**config.mk**
```make
export PLATFORM = sky130hd
export DESIGN_NAME = logistic_synth
export DESIGN_NICKNAME = d
export VERILOG_FILES = /design/src/rtl/logistic_synth.sv
export SDC_FILE = /design/constraint.sdc
export NUM_CORES = 2
export LEC_CHECK = 0
export CAP_MARGIN = 20
export CORE_MARGIN = 1
export CORE_UTILIZATION = 45
export CTS_CLUSTER_SIZE = 8
export DETAILED_ROUTE_END_ITERATION = 16
export PLACE_DENSITY = 0.59
export SLEW_MARGIN = 40
export SYNTH_ARGS = -nofsm -noshare
export SYNTH_HDL_FRONTEND = slang
export SYNTH_SLANG_ARGS = --single-unit
```
**constraint.sdc**
```tcl
create_clock -name clk -period 17.2 [get_ports clk]
set_input_delay 3.44 -clock clk [delete_from_list [all_inputs] [get_ports clk]]
set_output_delay 3.44 -clock clk [all_outputs]
set_load 0.03 [all_outputs]
```
**src/rtl/logistic_synth.sv**
```systemverilog
// Logistic-map sound generator: a shared sequential multiplier iterates x' = r*x*(1-x),
// feeds the iterates round-robin to square-wave oscillators and renders the mix as sigma-delta.
module logistic_synth #(
    parameter int unsigned N_OSC      = 8,
    parameter int unsigned ITER_LEN   = 382,
    parameter int unsigned R_INC      = 1,
    parameter int unsigned FRAC       = 16,
    parameter int unsigned PHASE_BITS = 16,
    parameter int unsigned FREQ_RES   = 0,
    parameter int unsigned X_SEED     = 2 ** (FRAC - 1),
    parameter int unsigned R_INIT     = 7 * 2 ** (FRAC - 1)
) (
    input  logic                         clk,
    input  logic                         rst_n,
    input  logic                         ena,
    input  logic [1:0]                   mode,
    input  logic [FRAC+1:0]              r_min,
    input  logic [FRAC+1:0]              r_max,
    input  logic [N_OSC-1:0]             voice_mask,
    output logic                         snd,
    output logic [$clog2(N_OSC+1)-1:0]   level,
    output logic [FRAC+1:0]              r_out,
    output logic                         iter_strobe
);
    localparam int unsigned RW  = FRAC + 2;
    localparam int unsigned RW1 = RW + 1;
    localparam int unsigned F1  = FRAC + 1;
    localparam int unsigned P1W = 2 * FRAC + 1;
    localparam int unsigned P2W = RW + FRAC;
    localparam int unsigned LW  = $clog2(N_OSC + 1);
    localparam int unsigned SW  = LW + 1;
    localparam int unsigned IW  = $clog2(N_OSC);
    localparam int unsigned CW  = $clog2(ITER_LEN);

    typedef enum logic [1:0] {S_IDLE, S_MUL1, S_MUL2, S_UPDATE} state_t;

    state_t                 state_q;
    logic [CW-1:0]          cnt_q;
    logic [IW-1:0]          idx_q;
    logic [FRAC-1:0]        x_q, t_q, xn_q;
    logic [FRAC-1:0]        t_d, xn_d, x_d;
    logic [RW-1:0]          r_q, r_d;
    logic                   dir_up_q, dir_up_d;
    logic                   strobe_q;
    logic [F1-1:0]          one_minus_x;
    logic [P1W-1:0]         prod1;
    logic [P2W-1:0]         prod2;
    logic [RW1-1:0]         r_sum, r_lo;
    logic [FRAC-1:0]        freq_q  [N_OSC];
    logic [PHASE_BITS-1:0]  phase_q [N_OSC];
    logic [LW-1:0]          level_q, level_d, acc_q, acc_d;
    logic [SW-1:0]          sd_sum;
    logic                   snd_q, snd_d;

    // Map arithmetic; both products are truncated back to Q0.FRAC.
    always_comb begin
        one_minus_x = F1'(2 ** FRAC) - F1'(x_q);
        prod1       = P1W'(x_q) * P1W'(one_minus_x);
        t_d         = FRAC'(prod1 >> FRAC);
        prod2       = P2W'(r_q) * P2W'(t_q);
        xn_d        = FRAC'(prod2 >> FRAC);
        x_d         = (xn_q == '0) ? FRAC'(X_SEED) : xn_q;
    end

    // r sweep, applied only on the last voice of a round; inverted bounds freeze r.
    always_comb begin
        r_d      = r_q;
        dir_up_d = dir_up_q;
        r_sum    = RW1'(r_q) + RW1'(R_INC);
        r_lo     = RW1'(r_min) + RW1'(R_INC);
        if (idx_q == IW'(N_OSC - 1) && r_min <= r_max) begin
            case (mode)
                2'b01: r_d = (r_sum > RW1'(r_max)) ? r_min : RW'(r_sum);
                2'b10: begin
                    if (dir_up_q) begin
                        if (r_sum >= RW1'(r_max)) begin
                            r_d      = r_max;
                            dir_up_d = 1'b0;
                        end else begin
                            r_d = RW'(r_sum);
                        end
                    end else if (RW1'(r_q) <= r_lo) begin
                        r_d      = r_min;
                        dir_up_d = 1'b1;
                    end else begin
                        r_d = r_q - RW'(R_INC);
                    end
                end
                default: ;
            endcase
        end
    end

    always_ff @(posedge clk or negedge rst_n) begin
        if (!rst_n) begin
            state_q  <= S_IDLE;
            cnt_q    <= '0;
            idx_q    <= '0;
            x_q      <= FRAC'(X_SEED);
            t_q      <= '0;
            xn_q     <= '0;
            r_q      <= RW'(R_INIT);
            dir_up_q <= 1'b1;
            strobe_q <= 1'b0;
            for (int i = 0; i < N_OSC; i++) freq_q[i] <= '0;
        end else begin
            strobe_q <= 1'b0;
            if (ena) begin
                cnt_q <= (cnt_q == CW'(ITER_LEN - 1)) ? '0 : cnt_q + CW'(1);
                case (state_q)
                    S_IDLE:   if (cnt_q == CW'(ITER_LEN - 1)) state_q <= S_MUL1;
                    S_MUL1: begin
                        t_q     <= t_d;
                        state_q <= S_MUL2;
                    end
                    S_MUL2: begin
                        xn_q    <= xn_d;
                        state_q <= S_UPDATE;
                    end
                    S_UPDATE: begin
                        x_q           <= x_d;
                        freq_q[idx_q] <= x_d;
                        idx_q         <= (idx_q == IW'(N_OSC - 1)) ? '0 : idx_q + IW'(1);
                        r_q           <= r_d;
                        dir_up_q      <= dir_up_d;
                        strobe_q      <= 1'b1;
                        state_q       <= S_IDLE;
                    end
                    default:  state_q <= S_IDLE;
                endcase
            end
        end
    end

    always_ff @(posedge clk or negedge rst_n) begin
        if (!rst_n) begin
            for (int i = 0; i < N_OSC; i++) phase_q[i] <= '0;
        end else if (ena) begin
            for (int i = 0; i < N_OSC; i++)
                phase_q[i] <= phase_q[i] + PHASE_BITS'(freq_q[i] >> FREQ_RES);
        end
    end

    // Mix level and first-order sigma-delta modulator.
    always_comb begin
        level_d = '0;
        for (int i = 0; i < N_OSC; i++)
            level_d = level_d + LW'(phase_q[i][PHASE_BITS-1] & voice_mask[i]);
        sd_sum = SW'(acc_q) + SW'(level_q);
        if (sd_sum >= SW'(N_OSC)) begin
            snd_d = 1'b1;
            acc_d = LW'(sd_sum - SW'(N_OSC));
        end else begin
            snd_d = 1'b0;
            acc_d = LW'(sd_sum);
        end
    end

    always_ff @(posedge clk or negedge rst_n) begin
        if (!rst_n) begin
            level_q <= '0;
            acc_q   <= '0;
            snd_q   <= 1'b0;
        end else if (ena) begin
            level_q <= level_d;
            acc_q   <= acc_d;
            snd_q   <= snd_d;
        end else begin
            snd_q <= 1'b0;
        end
    end

    assign snd         = snd_q;
    assign level       = level_q;
    assign r_out       = r_q;
    assign iter_strobe = strobe_q;
endmodule

```
==> results.yml <==
logic_synthesis:
  synth_cell_types: 90
  synth_top_cells_by_area: "fa_1 22%, dfrtp_1 22%, ha_1 13%, mux2_2 6.4%, inv_1 5.8%"
  avgSynthCellArea_um2: 9.53
  ys_warn_count: 0
  netlist_area_um2: 39400
  synth-async-reset-ratio: 1.00
  yosys_register_bits: 347
  synth-edff-count: 0
  synth_top_area_frac: 0.223
  synth_area_leader_cell: "fa_1"
  synthFlopType: "dfrtp_1"
  yosysSeqAreaShare: 0.221
  netlist_instances: 4132
cts:
  clockBufferDepth: 3
  insertion_delay_ns: 0.59
  cts_tree: "built"
  cts.reportedPaths.clkPinSlew_ns: 0.05
  postCtsSetupBuffers: 0
  hold_buffers: 0
  cts_resized: 0
  clkSinkCount: 347
  htreeDepth: 2
  cts-root-buf: "clkbuf_16"
  cts_buffers: 50
hold_path:
  hold_start: "phase_q[95]"
  hold_class: "reg2reg"
floorplan:
  fp.dieH_um: 298
  start_util: 0.454
  die_area_um2: 88700
  core_area_um2: 86800
  num_rows: 108
  ios: 73
  die_w_um: 298
setup_path:
  r2r-start: "x_q[1]"
  worst-r2r-setup-slack_ns: 8.90
  critPathMaxFanout: 14
  startpoint: "x_q[1]"
  cpPeakStageDelay_ns: 0.56
  crit_end: "t_q[15]"
  crit_type: "reg2reg"
  cp.required_ns: 17.68
  worst_setup_path_start_kind: "flop"
  r2r-end: "t_q[15]"
  arrival_ns: 8.78
  end_kind: "flop"
  cpMostUsedCell: "fa_1"
  ff2ff_path_depth: 25
  worst_path_max_delay_cell: "dfrtp_1"
final_layout:
  final_cell_mix: "608 x inv_1, 439 x fa_1, 402 x ha_1"
  num-nets-final: 5028
  antenna_cells: 0
  layout-drive-gt1-share: 0.0949
  areaGrowthSynthToFinish_pct: 8.80
  fin_cells: 5308
  final_common_cell: "inv_1"
timing:
  holdWs_ns: 0.459
  tightest_slew_ns: 0.860
  relSlewSlack: 0.427
  finalWorstSetupSlack_ns: 8.90
  rsz0062_at_grt: "false"
  finalClockSkew_ns: 0.0108
  max_freq_mhz: 120
  finalCriticalPeriod_ns: 8.30
  hold_violations: 0
  fin_setup_tns_ns: 0
  finalMaxSlewViolations: 0
  setup_viol: 0
  fin_crit_sh: 0.483
placement:
  io_buffers: 72
  dp.cells: 5241
  dp_slack_ns: 8.83
  place_congestion: 0.856
  dp_hpwl_um: 69700
detailed_routing:
  drt_iter0_markers: 1454
  wl_per_cell_um: 17.7
  drc: 0
  dr.pass1.iters: 6
  drt_wl_total_um: 93800
  drt.antenna.violating_nets: 0
  vias: 28200
  vias_per_cell: 5.31
global_route:
  grt_pass1_vias: 28900
  antenna_found_initial: 1
  overflow: 0
  grt.total_usage: 0.219
  grt_max_degree: 80
  grt_pass1_wl_um: 156000
status:
  status: "completed"
flow_run:
  maxCapViolCount: 0
[worst max-delay path, delay by kind of cell, from the launching register on]
| family | cells | cell delay, ns |
|---|---|---|
| AO/OA/AOI/OAI | 4 | 1.28 |
| adder cells (fa/ha/maj) | 9 | 3.98 |
| flip-flops | 1 | 0.56 |
| AND/OR/NAND/NOR | 8 | 1.93 |
| buffers and inverters | 4 | 0.45 |
[cell usage after synthesis, drive strengths merged, types with 10 or more instances]
| cell type | count |
|---|---|
| a211oi | 31 |
| xnor2 | 97 |
| o41ai | 16 |
| buf | 38 |
| nand4 | 17 |
| fa | 439 |
| o21a | 30 |
| o21ai | 129 |
| nand3 | 63 |
| mux2i | 20 |
| o211ai | 13 |
| mux2 | 225 |
| nand2b | 126 |
| nor2b | 121 |
| dfrtp | 342 |
| nor4b | 11 |
| nor2 | 154 |
| o31ai | 26 |
| and3 | 32 |
| and2 | 125 |
| a211o | 14 |
| a21o | 69 |
| inv | 610 |
| or3 | 21 |
| clkbuf | 153 |
| nor4 | 13 |
| nor3b | 10 |
| ha | 402 |
| a21oi | 138 |
| xor2 | 68 |
| a31oi | 14 |
| nand2 | 377 |
| nor3 | 77 |
[flip-flops by register name, summed over array words and instances (netlist names)]
| register | cells |
|---|---|
| freq_q | 128 |
| phase_q | 128 |
| r_out | 18 |
| t_q | 16 |
| x_q | 16 |
| xn_q | 16 |
| cnt_q | 9 |
| acc_q | 4 |
| level | 4 |
| idx_q | 3 |
| state_q | 2 |
| dir_up_q | 1 |
| iter_strobe | 1 |
| snd | 1 |
[area by class of cell]
type | instances | area [µm²]
Inverter | 610 | 2290
Clock inverter | 3 | 90.1
Multi-Input combinational cell | 2995 | 27700
Sequential cell | 347 | 8700
Tap cell | 1155 | 1450
Timing Repair Buffer | 134 | 1260
Clock buffer | 64 | 1330
Fill cell | 8260 | 43900
[metal layers]
layer  vias up  wire length (µm)  part of all wire  GRT usage
li1      13500                 -                 -          -
met1     14000             43800              0.47      0.306
met2       571             43600              0.46      0.360
met3       115              4370             0.047     0.0263
met4         0              2110             0.022     0.0538
met5         -                 0                 0          0
[through the flow]
step | utilization | area, µm²
global route | 0.494 | 42900
detailed placement | 0.478 | 41400
CTS | 0.494 | 42900
finish | 0.494 | 42900
global placement | 0.476 | 41300
floorplan | - | 39400
[worst min path at each step]
stage	endpoint	slack (ns)	cells after the start
CTS	phase_q[95]	0.46	1
detailed placement	phase_q[95]	0.45	1
global placement	phase_q[95]	0.45	1
global route	phase_q[74]	0.49	1
finish	phase_q[95]	0.46	1
floorplan	phase_q[79]	0.43	1
[kinds of logic (layout without fill, tap and decap cells)]
logic type               Yosys count  after routing  synth area share
multiplexers                     245            245            0.0694
adder cells (fa/ha/maj)          841            841             0.351
AND/OR/NAND/NOR                 1181           1181             0.153
AO/OA/AOI/OAI                    550            550            0.0918
XOR/XNOR                         165            165            0.0367
other                              2             13          0.000191
flip-flops                       347            347             0.221
buffers and inverters            801            811            0.0773
Power is left out: the tool's default activity adds up to more than one toggle a clock period on the data nets, which glitch-free logic cannot reach.
